===== config.mk =====
export PLATFORM = sky130hd
export DESIGN_NAME = tour_cmd_seq
export DESIGN_NICKNAME = d
export VERILOG_FILES = /design/src/rtl/tour_cmd_seq.sv
export SDC_FILE = /design/constraint.sdc
export NUM_CORES = 1
export LEC_CHECK = 0
export CORE_MARGIN = 2
export CORE_UTILIZATION = 35
export CTS_BUF_LIST = sky130_fd_sc_hd__clkbuf_4 sky130_fd_sc_hd__clkbuf_8
export CTS_CLUSTER_DIAMETER = 40
export CTS_CLUSTER_SIZE = 8
export DETAILED_ROUTE_END_ITERATION = 6
export PLACE_DENSITY = 0.86
export SLEW_MARGIN = 15
export SYNTH_ARGS = -nofsm -noshare
export SYNTH_HDL_FRONTEND = slang
export SYNTH_SLANG_ARGS = --single-unit

===== constraint.sdc =====
create_clock -name clk -period 3.22 [get_ports clk]
set_input_delay 0.805 -clock clk [delete_from_list [all_inputs] [get_ports clk]]
set_output_delay 0.805 -clock clk [all_outputs]
set_load 0.02 [all_outputs]

===== src/rtl/tour_cmd_seq.sv =====
// tour_cmd_seq: replays a solved knight's tour as vertical/horizontal move commands, else forwards UART commands
module tour_cmd_seq #(
    parameter int NUM_MOVES = 24,
    parameter int IDX_W     = 5
) (
    input  logic             clk,
    input  logic             rst,
    input  logic             start_tour,
    input  logic [7:0]       move,
    output logic [IDX_W-1:0] mv_indx,
    input  logic [15:0]      cmd_UART,
    input  logic             cmd_rdy_UART,
    input  logic             clr_cmd_rdy,
    input  logic             send_resp,
    output logic [15:0]      cmd,
    output logic             cmd_rdy,
    output logic [7:0]       resp
);
    typedef enum logic [2:0] {IDLE, VERT, WAIT_V, HORZ, WAIT_H} state_t;
    state_t state;
    logic [7:0] low;
    logic up, dy2, right, dx2, last;
    logic [15:0] vcmd, hcmd;
    // isolate the lowest set bit so multi-hot moves resolve to one move
    assign low   = move & (~move + 8'd1);
    assign up    = |(low & 8'b1000_0111);
    assign dy2   = |(low & 8'b0011_0011);
    assign right = |(low & 8'b1110_0001);
    assign dx2   = |(low & 8'b1100_1100);
    assign vcmd  = {4'h2, up ? 8'h00 : 8'h7F, dy2 ? 4'd2 : 4'd1};
    assign hcmd  = {4'h3, right ? 8'hBF : 8'h3F, dx2 ? 4'd2 : 4'd1};
    assign last  = mv_indx == IDX_W'(NUM_MOVES - 1);
    always_ff @(posedge clk or posedge rst) begin
        if (rst) begin
            state   <= IDLE;
            mv_indx <= '0;
        end else begin
            case (state)
                IDLE:    if (start_tour) begin
                             mv_indx <= '0;
                             state   <= VERT;
                         end
                VERT:    if (move == 8'h00) state <= IDLE;
                         else if (clr_cmd_rdy) state <= WAIT_V;
                WAIT_V:  if (send_resp) state <= HORZ;
                HORZ:    if (clr_cmd_rdy) state <= WAIT_H;
                WAIT_H:  if (send_resp) begin
                             if (last) state <= IDLE;
                             else begin
                                 mv_indx <= mv_indx + 1'b1;
                                 state   <= VERT;
                             end
                         end
                default: state <= IDLE;
            endcase
        end
    end
    // outputs are combinational so UART passthrough and reset take effect in the same cycle
    always_comb begin
        cmd     = state == IDLE ? cmd_UART : (state == VERT || state == WAIT_V) ? vcmd : hcmd;
        cmd_rdy = state == IDLE ? cmd_rdy_UART : state == VERT ? |move : state == HORZ;
        resp    = (state == IDLE || (state == WAIT_H && last)) ? 8'hA5 : 8'h5A;
    end
endmodule


# Word-level counts from Yosys, hierarchy flattened
# Index checks and enable logic that the tools add are counted.
[word_totals] reg_bits=8 input_bits=30 out_inout_bits=30 word_cells=51
[op_classes] add_sub_neg=2 eq_ne=11 mux=21 n_bitwise=2 reduce_logical=13
[ops] op="3-bit 2-to-1 mux" n=6
[ops] op="16-bit 2-to-1 mux" n=1
[ops] op="8-bit 2-to-1 mux" n=2
[ops] op="4-bit OR reduction" n=4
[ops] op="5-bit 2-to-1 mux" n=3
[ops] op="3-bit case mux with 5 select lines" n=1
[ops] op="13-bit 2-to-1 mux" n=1
[ops] op="2-bit != test, second input constant" n=5
[ops] op="5-bit case mux with 2 select lines" n=1
[ops] op="8-bit by 1-bit adder with 8-bit output, second input constant" n=1
[ops] op="8-bit bitwise AND" n=1
[ops] op="8-bit logical NOT" n=1
[ops] op="8-bit NOT" n=1
[ops] op="8-bit OR reduction" n=1
[ops] op="7-bit 2-to-1 mux" n=1
[ops] op="3-bit by 2-bit == test with 1-bit output, second input constant" n=2
[ops] op="5-bit by 1-bit adder with 5-bit output, second input constant" n=1
[ops] op="5-bit == test, second input constant" n=1
[ops] op="5-bit AND reduction" n=1
[ops] op="2-bit 2-to-1 mux" n=2
[ops] op="4-bit AND reduction" n=1
[ops] op="3-bit by 1-bit == test with 1-bit output, second input constant" n=1
[ops] op="3-bit == test, second input constant" n=1
[ops] op="3-bit logical NOT" n=1
[ops] op="5 further kinds" n=8

# Longest topological paths before layout
# Gate-level depths: netlist of the first run.
[depth] depth_word=7 depth_mapped=6 ltp_nobuf=5

# Worst setup path before layout of the first run
# No wires, ideal clock.
[synth_path] path_kind="reg-to-output" start="reg mv_indx[0]" end="out resp[3]" t_arrival_ns=1.940 required_ns=2.415 slack_ns=0.475 path_stages_with_launch=6 path_buffers=1 path_cell_list="dfrtp_1 > ha_1 > nand4b_2 > a21oi_1 > inv_1 > buf_4"
[synth_between] elab_chain_cells=4
[synth_rtl] item="from (decl)" line="10" rtl="output logic [IDX_W-1:0] mv_indx,"
[synth_rtl] item="from (signal assigned)" line="50" rtl="mv_indx <= mv_indx + 1'b1;"
[synth_rtl] item="5-bit == test" line="32" rtl="assign last = mv_indx == IDX_W'(NUM_MOVES - 1);"
[synth_rtl] item="1-bit logical AND" line="62" rtl="resp = (state == IDLE || (state == WAIT_H && last)) ? 8'hA5 : 8'h5A;"
[synth_rtl] item="1-bit logical OR" line="62"
[synth_rtl] item="8-bit 2-to-1 mux" line="62"
[synth_rtl] item="to (decl)" line="17" rtl="output logic [7:0] resp"
# No other way between the ends.

# Worst setup path in the final report of the first run
[layout_path] start="in move[1]" end="out cmd[7]"
[layout_between] elab_chain_cells=7
[layout_rtl] item="from (decl)" line="9" rtl="input logic [7:0] move,"
[layout_rtl] item="8-bit NOT" line="25" rtl="assign low = move & (~move + 8'd1);"
[layout_rtl] item="8-bit by 1-bit adder with 8-bit output" line="25"
[layout_rtl] item="8-bit bitwise AND *" line="25"
[layout_rtl] item="4-bit OR reduction *" line="26" rtl="assign up = |(low & 8'b1000_0111);"
[layout_rtl] item="7-bit 2-to-1 mux *" line="30" rtl="assign vcmd = {4'h2, up ? 8'h00 : 8'h7F, dy2 ? 4'd2 : 4'd1};"
[layout_rtl] item="13-bit 2-to-1 mux *" line="60" rtl="cmd = state == IDLE ? cmd_UART : (state == VERT || state == WAIT_V) ? vcmd : hcmd;"
[layout_rtl] item="16-bit 2-to-1 mux *" line="60"
[layout_rtl] item="to (decl)" line="15" rtl="output logic [15:0] cmd,"
# Mark *: on every way between the ends. The rest lies on a longest branch, timed or not.

==> results of run 1 <==
## worst min path at each step
| stage | cells after the start | to |
|---|---|---|
| after CTS | 2 | mv_indx[1] |
| after global placement | 2 | mv_indx[1] |
| after global routing | 1 | mv_indx[0] |
| after floorplan | 2 | state[0] |
| after detailed placement | 1 | mv_indx[3] |
| final | 2 | mv_indx[1] |
## cell type report
| cell class | instances | area, um^2 |
|---|---|---|
| multi-input combinational | 88 | 584 |
| sequential | 8 | 200 |
| fill | 222 | 945 |
| timing repair buffer | 69 | 609 |
| inverter | 3 | 11.3 |
| clock buffer | 3 | 22.5 |
| tap | 30 | 37.5 |
## stage by stage
| step | total power, mW | util, % | setup WS [ns] | hold WS [ns] | cell area, um^2 |
|---|---|---|---|---|---|
| floorplan | 0.866 | - | 0.475 | 0.572 | 872 |
| global placement | 1.23 | 61.5 | -0.322 | 0.558 | 1480 |
| detailed placement | 1.26 | 61.5 | -0.388 | 0.609 | 1480 |
| CTS | 1.31 | 63.1 | 0.00481 | 0.632 | 1520 |
| global route | 1.33 | 60.8 | 0.0163 | 0.671 | 1470 |
| finish | 1.25 | 60.8 | 0.0844 | 0.630 | 1470 |
## synth_stat cells, types with 3 or more instances
master / n
and2_1: 5
inv_1: 3
a21oi_1: 5
nand2_1: 7
or3_1: 3
nand3_1: 4
buf_4: 6
o21ai_0: 6
nor2_1: 11
dfrtp_1: 8
buf_6: 3
a22o_1: 4
buf_2: 3
o21a_1: 7
## registers in the layout, indices dropped and copies added, names as in the netlist
| register | count |
|---|---|
| mv_indx | 5 |
| state | 3 |
## power groups by stage
stage / Clock [mW] / Sequential [mW] / Combinational (mW)
after floorplan: 0 / 0.155 / 0.711
after global placement: 0 / 0.174 / 1.06
after detailed placement: 0 / 0.179 / 1.08
after CTS: 0.0809 / 0.177 / 1.05
after global routing: 0.0859 / 0.186 / 1.06
final: 0.0787 / 0.176 / 0.996
## layer usage
metal / GRT usage [%] / up-vias / wire length [um] / share of wire [%]
li1: - / 521 / - / -
met1: 21.7 / 488 / 1160 / 41
met2: 33.9 / 60 / 1300 / 46
met3: 4.17 / 3 / 348 / 12
met4: 6.41 / 0 / 24 / 0.85
met5: 0 / - / 0 / 0
## cells by family after synthesis
| family | Yosys count | synth area share (%) |
|---|---|---|
| muxes | 2 | 2.44 |
| DFF | 8 | 23.0 |
| adders and majority gates | 1 | 1.43 |
| AOI/OAI and AO/OA | 34 | 27.8 |
| buffers and inverters | 15 | 12.1 |
| and+or+nand+nor | 51 | 33.3 |
## repair_timing
item | in CTS | in global routing
pin swaps | 0 | 2
endpoints found under the setup margin | 11 | 11
hold endpoints to repair | 0 | 0
gates resized for setup | 30 | 16
## worst register-to-register path, stage by stage, from the launching register on
cell	delay, ns
dfrtp_1	0.44
ha_1	0.23
nand4b_2	0.17
nand3_1	0.13
mux2_1	0.32
a22o_1	0.18
==> impl_metrics.toml, run 1 <==
[outcome]
status = "complete, no violations"

[synthesis]
synth_edf_count = 0
ys_seq_area_share_pct = 23.0
ys_types = 43
yosys_warnings = 0
synth_flop_cell = "dfrtp_1"
synth_cells = 111
ys_top_cells_by_area = "dfrtp_1 (23%), o21a_1 (6.0%), buf_4 (5.2%)"
async_reset_ff_share_pct = 100
synth_top_area_cell = "dfrtp_1"
synth_top_area_share_pct = 23.0
avgSynthCellArea_um2 = 7.86
netlist_area_um2 = 872
synth_seq_cells = 8
synth.net_count = 142

[routing]
dr_total_vias = 1072
initialDrtViolationCount = 15
antenna_left = 0
wl_um = 2830
vias_per_cell = 5.33
drc = 0
drt-pass1-iter-count = 4
wire_per_inst_um = 14.1

[critical_path]
end_kind = "output pin"
cp_num_buf_inv = 2
critical_path_arrival_ns = 2.33
crit_type = "in2out"
required_ns = 2.41
path_delay_family = "buffers and inverters"
rr_worst_depth = 5
critPathMaxFanout = 6
crit_start = "move[1]"
critPathMaxStageDelay_ns = 0.47
startpoint_type = "primary input"
rrSetupSlack_ns = 1.64
r2r_start = "mv_indx[0]"
timing.rr.end = "mv_indx[3]"
crit_end = "cmd[7]"
path_depth = 6
crit_chain = "clkdlybuf4s50_1 > or3_1 > a31oi_2 > or3_4 > o21a_1 > buf_2"
cp_slowest_cell = "clkdlybuf4s50_1"

[sta]
hold_violations = 0
final-setup-viol-count = 0
fmax_mhz = 319
drv_slew = 0
layout_min_cycle_time_ns = 3.14
rsz0062_at_grt = "false"
tns_ns = 0
worst_pin_slew_ns = 0.490
max_slew_margin_pct = 67.0
skew_ns = 0.00496
min_period_over_period_pct = 97.4

[power]
seq_power_share_pct = 14.1
share_comb_of_total_power_pct = 79.6
p_int_uw = 602
netSwitchingFraction_pct = 51.9
pwr-share-clk_pct = 6.3
cellPowerDensity_mw_per_mm2 = 854
leakagePower_nw = 0.636
vdd_drop_max_v = 0.000692
switching_power_uw = 650

[floorplanning]
start_util_pct = 36.2
rows = 18
die_y_um = 53.9
coreArea_mm2 = 0.00241
ios = 60
die_area_mm2 = 0.00291
die_w_um = 53.9

[finish]
drive_gt1_share_pct = 21.1
diodes = 0
instances_no_fill = 201
final_cell_mix = "clkdlybuf4s50_1 (47), nor2_1 (11), buf_4 (10)"
layout_commonest_cell = "clkdlybuf4s50_1"
syn2layout_area_growth_pct = 68.0
nNetsFinal = 204

[clocking]
cts.reportedPaths.clkPinSlew_ns = 0.06
cts_tree = "built"
ctsHoldBuffers = 0
clock_path_buffers = 2
numCtsBuffers = 3
clk_latency_ns = 0.26
cts_max_level = 1
postCtsSetupRepairBufs = 0
cts_num_sinks = 8
root_buffer = "clkbuf_4"

[job]
cap_violations = 0

[min_path]
hp-start = "mv_indx[1]"
hold_class = "reg2reg"

[placed_design]
detailed_place_hpwl_um = 2050
port_buffers = 59
gp_congestion = 0.743
dp.cells = 198

[global_route]
grt_usage_pct = 18.9
grt.overflow.total = 0
antenna_found_initial = 0
grt_max_degree = 21
grt_pass1_wl_um = 4070
grt_pass1_vias = 941
No activity file was read; power rests on OpenSTA's default activity.
==> inputs of run 2 (changes only) <==
- CTS_BUF_LIST: sky130_fd_sc_hd__clkbuf_4 sky130_fd_sc_hd__clkbuf_8 -> sky130_fd_sc_hd__clkbuf_2 sky130_fd_sc_hd__clkbuf_4 sky130_fd_sc_hd__clkbuf_8
- GPL_ROUTABILITY_DRIVEN: unset -> 0
==> results of run 2 <==
Final layout, timing and power as in run 1 (identical DEF).
==> inputs of run 3 (changes only) <==
- CTS_CLUSTER_DIAMETER: 40 -> 30
==> results of run 3 <==
Final layout, timing and power as in run 1 (identical DEF).
